==> src/rtl/weight_bank_loader.sv <==
// rtl/weight_bank_loader.sv - double-buffered weight bank with single/burst loads and commit
module weight_bank_loader #(
    parameter int DATA_W    = 8,
    parameter int NUM_UNITS = 4,
    parameter int ADDR_W    = 2
) (
    input  logic                          clk,
    input  logic                          reset,
    input  logic [DATA_W-1:0]             dataIn,
    input  logic [ADDR_W-1:0]             address,
    input  logic                          write,
    input  logic                          burstStart,
    input  logic                          commit,
    input  logic [ADDR_W-1:0]             rdAddr,
    output logic [DATA_W-1:0]             rdData,
    output logic [NUM_UNITS*DATA_W-1:0]   weightsOut,
    output logic                          busy,
    output logic                          loadDone,
    output logic                          addrErr
);
    typedef enum logic {IDLE, BURST} state_t;

    localparam logic [ADDR_W:0] NUM_L  = (ADDR_W+1)'(NUM_UNITS);
    localparam logic [ADDR_W:0] LAST_L = (ADDR_W+1)'(NUM_UNITS - 1);

    state_t            state_q, state_d;
    logic [ADDR_W:0]   ptr_q, ptr_d;
    logic [ADDR_W:0]   cnt_q, cnt_d;
    logic              pend_q, pend_d;
    logic [DATA_W-1:0] shadow_q [NUM_UNITS];
    logic [DATA_W-1:0] shadow_d [NUM_UNITS];
    logic [DATA_W-1:0] active_q [NUM_UNITS];
    logic [DATA_W-1:0] active_d [NUM_UNITS];
    logic [DATA_W-1:0] rd_data_q, rd_data_d;
    logic              load_done_q, load_done_d;
    logic              addr_err_q, addr_err_d;

    logic [ADDR_W:0]   addr_ext, rd_ext, wr_idx;
    logic              addr_bad, wr_en;

    assign addr_ext = {1'b0, address};
    assign rd_ext   = {1'b0, rdAddr};
    assign addr_bad = (addr_ext >= NUM_L);

    always_comb begin
        state_d     = state_q;
        ptr_d       = ptr_q;
        cnt_d       = cnt_q;
        pend_d      = pend_q;
        shadow_d    = shadow_q;
        active_d    = active_q;
        rd_data_d   = '0;
        load_done_d = 1'b0;
        addr_err_d  = addr_err_q;
        wr_en       = 1'b0;
        wr_idx      = addr_ext;

        // Read-back sees the pre-write contents; out-of-range reads return zero.
        for (int i = 0; i < NUM_UNITS; i++) begin
            if (rd_ext == (ADDR_W+1)'(i)) rd_data_d = shadow_q[i];
        end

        case (state_q)
            IDLE: begin
                if (burstStart) begin
                    state_d = BURST;
                    cnt_d   = '0;
                    ptr_d   = addr_bad ? '0 : addr_ext;
                    if (addr_bad) addr_err_d = 1'b1;
                end else if (write) begin
                    if (addr_bad) addr_err_d = 1'b1;
                    else          wr_en      = 1'b1;
                end
            end
            BURST: begin
                if (commit) pend_d = 1'b1;
                if (write) begin
                    wr_en  = 1'b1;
                    wr_idx = ptr_q;
                    ptr_d  = (ptr_q == LAST_L) ? '0 : ptr_q + 1'b1;
                    cnt_d  = cnt_q + 1'b1;
                    if (cnt_q == LAST_L) begin
                        state_d     = IDLE;
                        load_done_d = 1'b1;
                    end
                end
            end
            default: state_d = IDLE;
        endcase

        for (int i = 0; i < NUM_UNITS; i++) begin
            if (wr_en && wr_idx == (ADDR_W+1)'(i)) shadow_d[i] = dataIn;
        end

        // Copy from shadow_d so a same-cycle write (or final burst word) is included.
        if ((state_q == IDLE && commit) || (load_done_d && (pend_q || commit))) begin
            active_d = shadow_d;
            pend_d   = 1'b0;
        end
    end

    always_ff @(posedge clk) begin
        if (reset) begin
            state_q     <= IDLE;
            ptr_q       <= '0;
            cnt_q       <= '0;
            pend_q      <= 1'b0;
            shadow_q    <= '{default: '0};
            active_q    <= '{default: '0};
            rd_data_q   <= '0;
            load_done_q <= 1'b0;
            addr_err_q  <= 1'b0;
        end else begin
            state_q     <= state_d;
            ptr_q       <= ptr_d;
            cnt_q       <= cnt_d;
            pend_q      <= pend_d;
            shadow_q    <= shadow_d;
            active_q    <= active_d;
            rd_data_q   <= rd_data_d;
            load_done_q <= load_done_d;
            addr_err_q  <= addr_err_d;
        end
    end

    for (genvar g = 0; g < NUM_UNITS; g++) begin : g_out
        assign weightsOut[g*DATA_W +: DATA_W] = active_q[g];
    end

    assign rdData   = rd_data_q;
    assign busy     = (state_q == BURST);
    assign loadDone = load_done_q;
    assign addrErr  = addr_err_q;
endmodule

==> config.mk <==
export PLATFORM = sky130hd
export DESIGN_NAME = weight_bank_loader
export DESIGN_NICKNAME = d
export VERILOG_FILES = /design/src/rtl/weight_bank_loader.sv
export SDC_FILE = /design/constraint.sdc
export NUM_CORES = 1
export LEC_CHECK = 0
export CAP_MARGIN = 5
export CORE_ASPECT_RATIO = 0.9
export CORE_MARGIN = 3
export CORE_UTILIZATION = 31
export CTS_CLUSTER_SIZE = 28
export DETAILED_ROUTE_END_ITERATION = 6
export PLACE_DENSITY = 0.63
export SLEW_MARGIN = 40
export SYNTH_ARGS = -nofsm -noshare
export SYNTH_HDL_FRONTEND = slang
export SYNTH_SLANG_ARGS = --single-unit
==> constraint.sdc <==
create_clock -name clk -period 1.68 [get_ports clk]
set_clock_uncertainty 0.05 [all_clocks]
set_input_delay 0.336 -clock clk [delete_from_list [all_inputs] [get_ports clk]]
set_output_delay 0.336 -clock clk [all_outputs]
set_load 0.005 [all_outputs]
Word-level counts from Yosys, hierarchy flattened
Cells that the tools add are included.

storage, ports and cells
  bits in registers = 82
  output and inout port bits = 43

cells by class
  bitwise logic cells = 1
  add/sub/neg operators = 2
  multiplexer cells = 33
  $lt $le $gt $ge = 1
  reductions and logical operators = 15
  equal/unequal tests = 10

operator list
  kind                 count
  $mux 8               8
  $mux 3               7
  $mux 1               13
  $eq 3x2->1 const B   4
  $pmux 3 s2           2
  $add 3x1->3 const B  2
  $logic_and 1x1->1    6
  $logic_not 3->1      2
  $reduce_and 2->1     3
  $eq 2x2->1 const B   2
  $ne 2x2->1 const B   2
  $pmux 1 s2           2
  $eq 3x1->1 const B   1
  $ge 2x3->1 const B   1
  $eq 2x1->1 const B   1
  $logic_or 1x1->1     2
  $mux 2               1
  $reduce_bool 2->1    1
  $reduce_or 2->1      1
  $not 1->1            1

Longest topological paths before layout
Gate-level depths: netlist of run 1.

  depth after elaboration = 7
  depth in mapped cells = 7

Worst setup path after synthesis of run 1
No wires, ideal clock.

  path kind = reg-to-reg
  from = register cnt_q[0]
  to = register active_q (netlist bit weightsOut[10])
  cell stages (with the launch flop) = 8
  buffers on the path = 1
  library setup time = 0.127 ns
  arrival = 1.323 ns
  data required time = 1.503 ns
  setup slack = 0.180 ns
  cell sequence = dfxtp_1 > ha_1 > ha_1 > nand2_1 > a21oi_2 > nand2b_1 > clkbuf_1 > o2bb2ai_1

on the way
  longest elaborated chain between the ends = 6

ends and longest elaborated chain
  element                   line  RTL
  start: declaration        28    logic [ADDR_W:0] cnt_q, cnt_d;
  start signal: assignment  116   cnt_q <= cnt_d;
  $eq 3x2->1                82    if (cnt_q == LAST_L) begin
  $mux 1                    82
  $mux 1                    77    if (write) begin
  $mux 1                    63    case (state_q)
  $logic_and 1x1->1         96    if ((state_q == IDLE && commit) || (load_done_d && (pend_q || commit))) begin
  $logic_or 1x1->1          96
  end signal: assignment    119   active_q <= active_d;
  end: declaration          32    logic [DATA_W-1:0] active_q [NUM_UNITS];

Every way passes these cells.
A chain may end at the register's enable or synchronous reset.

Worst setup path in the final report of run 1
  from = register state_q, in the netlist busy
  to = register shadow_q[0] in the netlist's numbering

on the way
  longest elaborated chain between the ends = 4
  elaborated cells between the ends (all ways) = 6
  those cells by class = eq/ne (1); mux (3); bitwise (1); reduce/logical (1)

ends and longest elaborated chain
  element                                   line    RTL
  start: declaration                        26      state_t state_q, state_d;
  start signal: assignment                  114     state_q <= state_d;
  $mux 3 or $not 1->1 (tied branches)       --
  $eq 3x2->1 or $pmux 1 s2 (tied branches)  92, 63
  $logic_and 1x1->1 *                       92      if (wr_en && wr_idx == (ADDR_W+1)'(i)) shadow_d[i] = dataIn;
  $mux 8 *                                  92
  end signal: assignment                    118     shadow_q <= shadow_d;
  end: declaration                          30      logic [DATA_W-1:0] shadow_q [NUM_UNITS];

Every way passes the cells marked *; elsewhere a longest branch is shown, timed or not.

==> results of run 1 <==
## sequential cells by signal (all words and copies together), names as in the netlist
name        cells
rdData          8
busy            1
weightsOut     32
cnt_q           3
ptr_q           3
shadow_q       32
pend_q          1
loadDone        1
## metal layers
layer	track usage [%]	vias up	part of all wire (%)
met3	4.46	6	3.8
met5	0	-	0
met4	3.98	0	0.74
li1	-	1078	-
met1	16.9	1100	47
met2	22.1	48	48
## path summary, 6_finish.rpt
check,start,end,slack (ns),cells past startpoint
worst max register to register,busy,shadow_q[0],0.06,6
worst max-delay path,busy,shadow_q[0],0.06,6
worst min register to register,weightsOut[29],weightsOut[29],0.42,1
worst min-delay path,reset,cnt_q[2],0.27,2
## layout make-up
type	count	share of cell area, %
clock inverters	3	0.982
well taps	122	3.52
multi-input cells	156	34.5
clock buffers	12	3.12
repair buffers	79	20.1
flip-flops and latches	81	37.5
inverters	3	0.260
## metrics by stage
stage | cell area [sq um] | util [%] | total power [uW] | worst slack (ns) | hold slack (ns)
3_5_place_dp | 3860 | 41.4 | 2470 | -0.408 | 0.397
6_report | 4330 | 46.4 | 3860 | 0.0556 | 0.269
3_3_place_gp | 3860 | 41.4 | 2460 | -0.411 | 0.400
2_1_floorplan | 3050 | - | 2280 | 0.180 | 0.393
5_1_grt | 4330 | 46.4 | 4020 | -0.00512 | 0.252
4_1_cts | 4170 | 44.7 | 3840 | -0.0106 | 0.235
## critical path, cell delays in order (launching register included)
cell and delay (ns):
dfxtp_2 0.36, buf_12 0.14, mux2_4 0.34, o211ai_4 0.09, buf_12 0.18, mux2i_4 0.25
nor2_1 0.08
## kinds of logic after synthesis
logic type      share of synthesized area, %
compound gates                          14.4
fa+ha+maj                               1.23
buf+inv                                 3.07
flops                                   53.1
mux                                     17.5
other cells                            0.123
simple gates                            10.5
## where the power goes
part           internal, uW  switching [uW]  leakage, uW
logic                   259             233     0.000914
registers              1970            38.8     0.000657
clock network           679             671    0.0000864
## timing repair
item,4_1_cts,5_1_grt
gates cloned,0,1
endpoints found under the setup margin,61,60
pin swaps,4,2
setup buffers,6,1
hold buffers,0,0
gates resized for setup,8,27
## cells in the final DEF, fill, tap and decap left out, types with 2 or more instances in the layout
master	synthesis	layout
mux2i_4	1	8
o2bb2ai_1	32	30
nand2_1	2	2
buf_12	0	9
dfxtp_1	81	78
mux4_2	8	8
buf_4	1	10
mux2i_2	0	6
a2111oi_0	2	2
nor3_1	2	2
clkbuf_1	9	3
nor2b_1	9	9
dfxtp_2	0	3
a21oi_1	5	5
mux2i_1	32	19
nor2_1	41	40
o211ai_4	4	4
clkdlybuf4s50_1	0	55
nor3b_1	2	2
nor3b_4	1	2
ha_1	3	2
clkbuf_8	0	9
dlymetal6s2s_1	0	2
inv_1	3	3
o2bb2ai_2	0	2
==> results_dict.tcl, run 1 <==
set metrics [dict create \
    grt_usage_pct 13.4 \
    vias 2232 \
    synth_common_cells "81 x dfxtp_1, 41 x nor2_1, 32 x mux2i_1, 32 x o2bb2ai_1" \
    status "complete, no violations" \
    synth.top_cell.area_share_pct 53.1 \
    max_clock_freq_mhz 616 \
    arrival_ns 1.79 \
    crit_fanout 11 \
    rows 33 \
    async_flop_share_pct 0 \
    io_buffers 58 \
    wire_per_inst_um 16.3 \
    clock_latency_ns 0.35 \
    setup_tns_ns 0 \
    synth.largest_area_cell "dfxtp_1" \
    synth-seq-cells 81 \
    cap_violations 0 \
    routabilityCongestion 0.773 \
    initial_core_util_pct 32.7 \
    viasPerCell 4.89 \
    multi_input_area_sq_um 1500 \
    htree_levels 3 \
    initialDrtViolationCount 64 \
    netlist_instances 257 \
    core_sq_um 9330 \
    synth.most_common_cell "dfxtp_1" \
    clk_pin_slew_ns 0.08 \
    seqCellArea_sq_um 1630 \
    n_fill_cell 880 \
    dieArea_sq_um 11100 \
    die_w_um 111 \
    hpwlAfterDp_mm 4.84 \
    crit_path_end_kind "flip-flop" \
    grt_pass1_vias 2300 \
    fin_crit_ns 1.62 \
    finalSetupViolCount 0 \
    cp-start-kind "flip-flop" \
    areaGrowthSynthToFinish_pct 42.0 \
    drive_gt1_share_pct 22.2 \
    worstPathRequired_ns 1.85 \
    p_per_area_nw_per_um2 890 \
    yosys-top-cells-area "dfxtp_1 53%, mux2i_1 10%, o2bb2ai_1 9.2%" \
    cts_tree "built" \
    cts-root-buf "clkbuf_8" \
    grt_pass1_wl_mm 11.7 \
    cts.path.max_buffers 2 \
    fin_nets 350 \
    synthFlopType "dfxtp_1" \
    numCtsBuffers 9 \
    synth_nets 277 \
    first_pass_iters 4 \
    antenna_left 0 \
    synth_edf_count 0 \
    ys_seq_area_share_pct 53.1 \
    synth.distinct_cells 31 \
    drc 0 \
    period_share_pct 96.7 \
    routed_wirelength_mm 7.45 \
    critical_path_class "flip-flop to flip-flop" \
    ir_drop_mv 0.449 \
    ys.warnings.count 0 \
    dieHeight_um 100 \
    grt_overflow 0 \
    grt_max_degree 41 \
    ioPinCount 60 \
    antenna_cells 0 \
    hold_path.class "input pin to flip-flop" \
    antenna_found_initial 0 \
    clock-sinks 81 \
    final_cells 456 \
    hold_violations 0 \
    syn_area_sq_um 3050 \
    drv_slew 0 \
    place_inst 433 \
    syn_area_per_cell_sq_um 11.9 \
    p_leak_uw 0.00166 \
]
Note: power is estimated with default switching activity, not from simulation.
==> inputs of run 2 (changes only) <==
--- a/config.mk
+++ b/config.mk
@@ -8,10 +8,10 @@
 export CAP_MARGIN = 5
 export CORE_ASPECT_RATIO = 0.9
 export CORE_MARGIN = 3
-export CORE_UTILIZATION = 31
+export CORE_UTILIZATION = 51
 export CTS_CLUSTER_SIZE = 28
 export DETAILED_ROUTE_END_ITERATION = 6
-export PLACE_DENSITY = 0.63
+export PLACE_DENSITY = 0.9
 export SLEW_MARGIN = 40
 export SYNTH_ARGS = -nofsm -noshare
 export SYNTH_HDL_FRONTEND = slang
==> run 2 against run 1 <==
The run now ends with negative setup slack left. Total power grew 6.0%. Final cell count shrank 11%. Fmax shrank 5.7%. Flip-flop and latch count is the same. Clock power grew 11%. First-iteration DRC count grew 88%. Combinational power grew 14%. Via count grew 6.8%. Global-route usage grew 9.1 points. Critical path depth grew 1. Utilization grew 33 points. Critical endpoint is now weightsOut[0].
==> results_dict.tcl, run 2 (synthesized netlist as in run 1, its figures left out) <==
set metrics [dict create \
    r2r_setup_slack_ns -0.04 \
    switching_share_pct 25.5 \
    final_area_sq_um 4530 \
    grt_max_degree 33 \
    ff2ff_path_depth 7 \
    hold_ws_ns 0.349 \
    seqCellArea_sq_um 1630 \
    p_per_area_nw_per_um2 903 \
    finalSetupViolCount 17 \
    antenna_found_initial 0 \
    critical_path_class "flip-flop to flip-flop" \
    p_int_uw 3040 \
    status "complete, but fails checks" \
    crit_path_end_kind "flip-flop" \
    cp_num_buf_inv 1 \
    n_fill_cell 304 \
    fin_ws_ns -0.0424 \
    violations "negative setup slack" \
    hpwlAfterDp_mm 4.48 \
    dieArea_sq_um 6950 \
    initial_core_util_pct 53.3 \
    rr_startpoint "cnt_q[1]" \
    clock_latency_ns 0.35 \
    routabilityCongestion 0.830 \
    rsz0062_at_grt "true" \
    cp_top_family "compound AO/OA/AOI/OAI gates" \
    arrival_ns 1.94 \
    multi_input_area_sq_um 1730 \
    reg2reg_to "weightsOut[0]" \
    period_share_pct 103 \
    drc 0 \
    clk_pin_slew_ns 0.08 \
    max_clock_freq_mhz 581 \
    ir_drop_mv 0.768 \
    dieHeight_um 79.4 \
    io_buffers 58 \
    cts.path.max_buffers 2 \
    final_common_cell "dfxtp_1" \
    cts_tree "built" \
    critPathLaunch "cnt_q[1]" \
    worstSetupEndpoint "weightsOut[0]" \
    worstPathRequired_ns 1.90 \
    final_util_pct 79.1 \
    grt_pass1_wl_mm 11.9 \
    combPwrFrac_pct 13.8 \
    areaGrowthSynthToFinish_pct 48.3 \
    slowest_delay_ns 0.36 \
    crit_path_top_delay_cell "dfxtp_1" \
    crit_cells 7 \
    rows 26 \
    hold_violations 0 \
    grt_pass1_vias 2400 \
    clock-sinks 81 \
    routed_wirelength_mm 8.33 \
    ioPinCount 60 \
    seqPwrFrac_pct 49.5 \
    die_w_um 87.6 \
    viasPerCell 5.89 \
    cts-root-buf "clkbuf_8" \
    crit_chain "ha_1 > ha_2 > nand2_1 > a21oi_2 > nand2b_1 > buf_12 > o2bb2ai_1" \
    crit_fanout 32 \
    fin_nets 350 \
    grt_overflow 0 \
    wire_per_inst_um 20.6 \
    most-common-layout-cells "78 x dfxtp_1, 56 x clkdlybuf4s50_1, 40 x nor2_1" \
    p_leak_uw 0.00162 \
    numCtsBuffers 9 \
    drive_gt1_share_pct 30.4 \
    initialDrtViolationCount 120 \
    antenna_cells 0 \
    vias 2384 \
    htree_levels 3 \
    drv_slew 0 \
    hold_path.class "input pin to flip-flop" \
    dp_slack_ns -0.379 \
    cts_hold_buf 0 \
    clockPowerShare_pct 36.7 \
    cap_violations 0 \
    first_pass_iters 5 \
    dpl_cell_area_sq_um 3780 \
    core_sq_um 5730 \
    switchingPower_uw 1040 \
    cp-start-kind "flip-flop" \
    fin_crit_ns 1.72 \
    grt_usage_pct 22.5 \
    antenna_left 0 \
]
run 2: changes by cell type in the layout (fill, tap and decap cells not counted), moves of 2 or more:
cell / change
mux2i_4: +16
o2bb2ai_2: +10
o2bb2ai_1: -10
clkbuf_1: -3
mux2i_2: -2
dlymetal6s2s_1: -2
mux2i_1: -14
inv_6: +2
clkbuf_8: +2
run 2: per-layer routing:
metal / vias to the layer above / wire, um / track usage, %
met4: 0 / 170 / 8.44
met5: - / 0 / 0
met1: 1165 / 3360 / 28.1
met2: 113 / 4180 / 36.4
li1: 1088 / - / -
met3: 18 / 616 / 6.81
run 2: worst reg2reg max path: stages, from the launching register on:
cell,delay (ns)
dfxtp_1,0.36
ha_1,0.17
ha_2,0.20
nand2_1,0.07
a21oi_2,0.24
nand2b_1,0.15
buf_12,0.21
o2bb2ai_1,0.19
run 2: power groups by stage:
stage | Sequential [uW] | Clock (uW) | Combinational (uW)
2_1_floorplan | 2050 | 0 | 229
3_3_place_gp | 2050 | 0 | 395
3_5_place_dp | 2050 | 0 | 406
4_1_cts | 2010 | 1500 | 436
5_1_grt | 2030 | 1590 | 595
6_report | 2020 | 1500 | 564
run 2: worst min-delay path by stage:
stage              startpoint  depth (start not counted)  slack [ns]             end
6_report                reset                          2        0.35        cnt_q[2]
5_1_grt                 reset                          2        0.35        cnt_q[2]
4_1_cts                 reset                          2        0.34    shadow_q[22]
3_5_place_dp   weightsOut[19]                          1        0.40  weightsOut[19]
3_3_place_gp   weightsOut[29]                          1        0.40  weightsOut[29]
2_1_floorplan        ptr_q[2]                          2        0.39        ptr_q[2]
run 2: timing repair:
item	in CTS	in global routing
endpoints found under the setup margin	36	62
pin swaps	3	15
cloned	0	0
gates resized for setup	5	70
setup buffers	5	3
endpoints found under the hold margin	0	0
run 2: cell type report:
class,count,share of cell area (%)
Sequential cell,81,36.0
Clock buffer,11,3.34
Clock inverter,5,1.35
Timing Repair Buffer,79,19.0
Tap cell,70,1.93
Multi-Input combinational cell,156,38.2
Inverter,3,0.249
run 2: through the flow:
stage | power [uW] | setup TNS (ns) | std cells
floorplan | 2280 | 0 | 257
global placement | 2450 | -18.87 | 381
detailed placement | 2460 | -23.54 | 381
CTS | 3940 | -0.00295 | 402
global route | 4220 | -3.16 | 405
finish | 4090 | -0.179 | 405
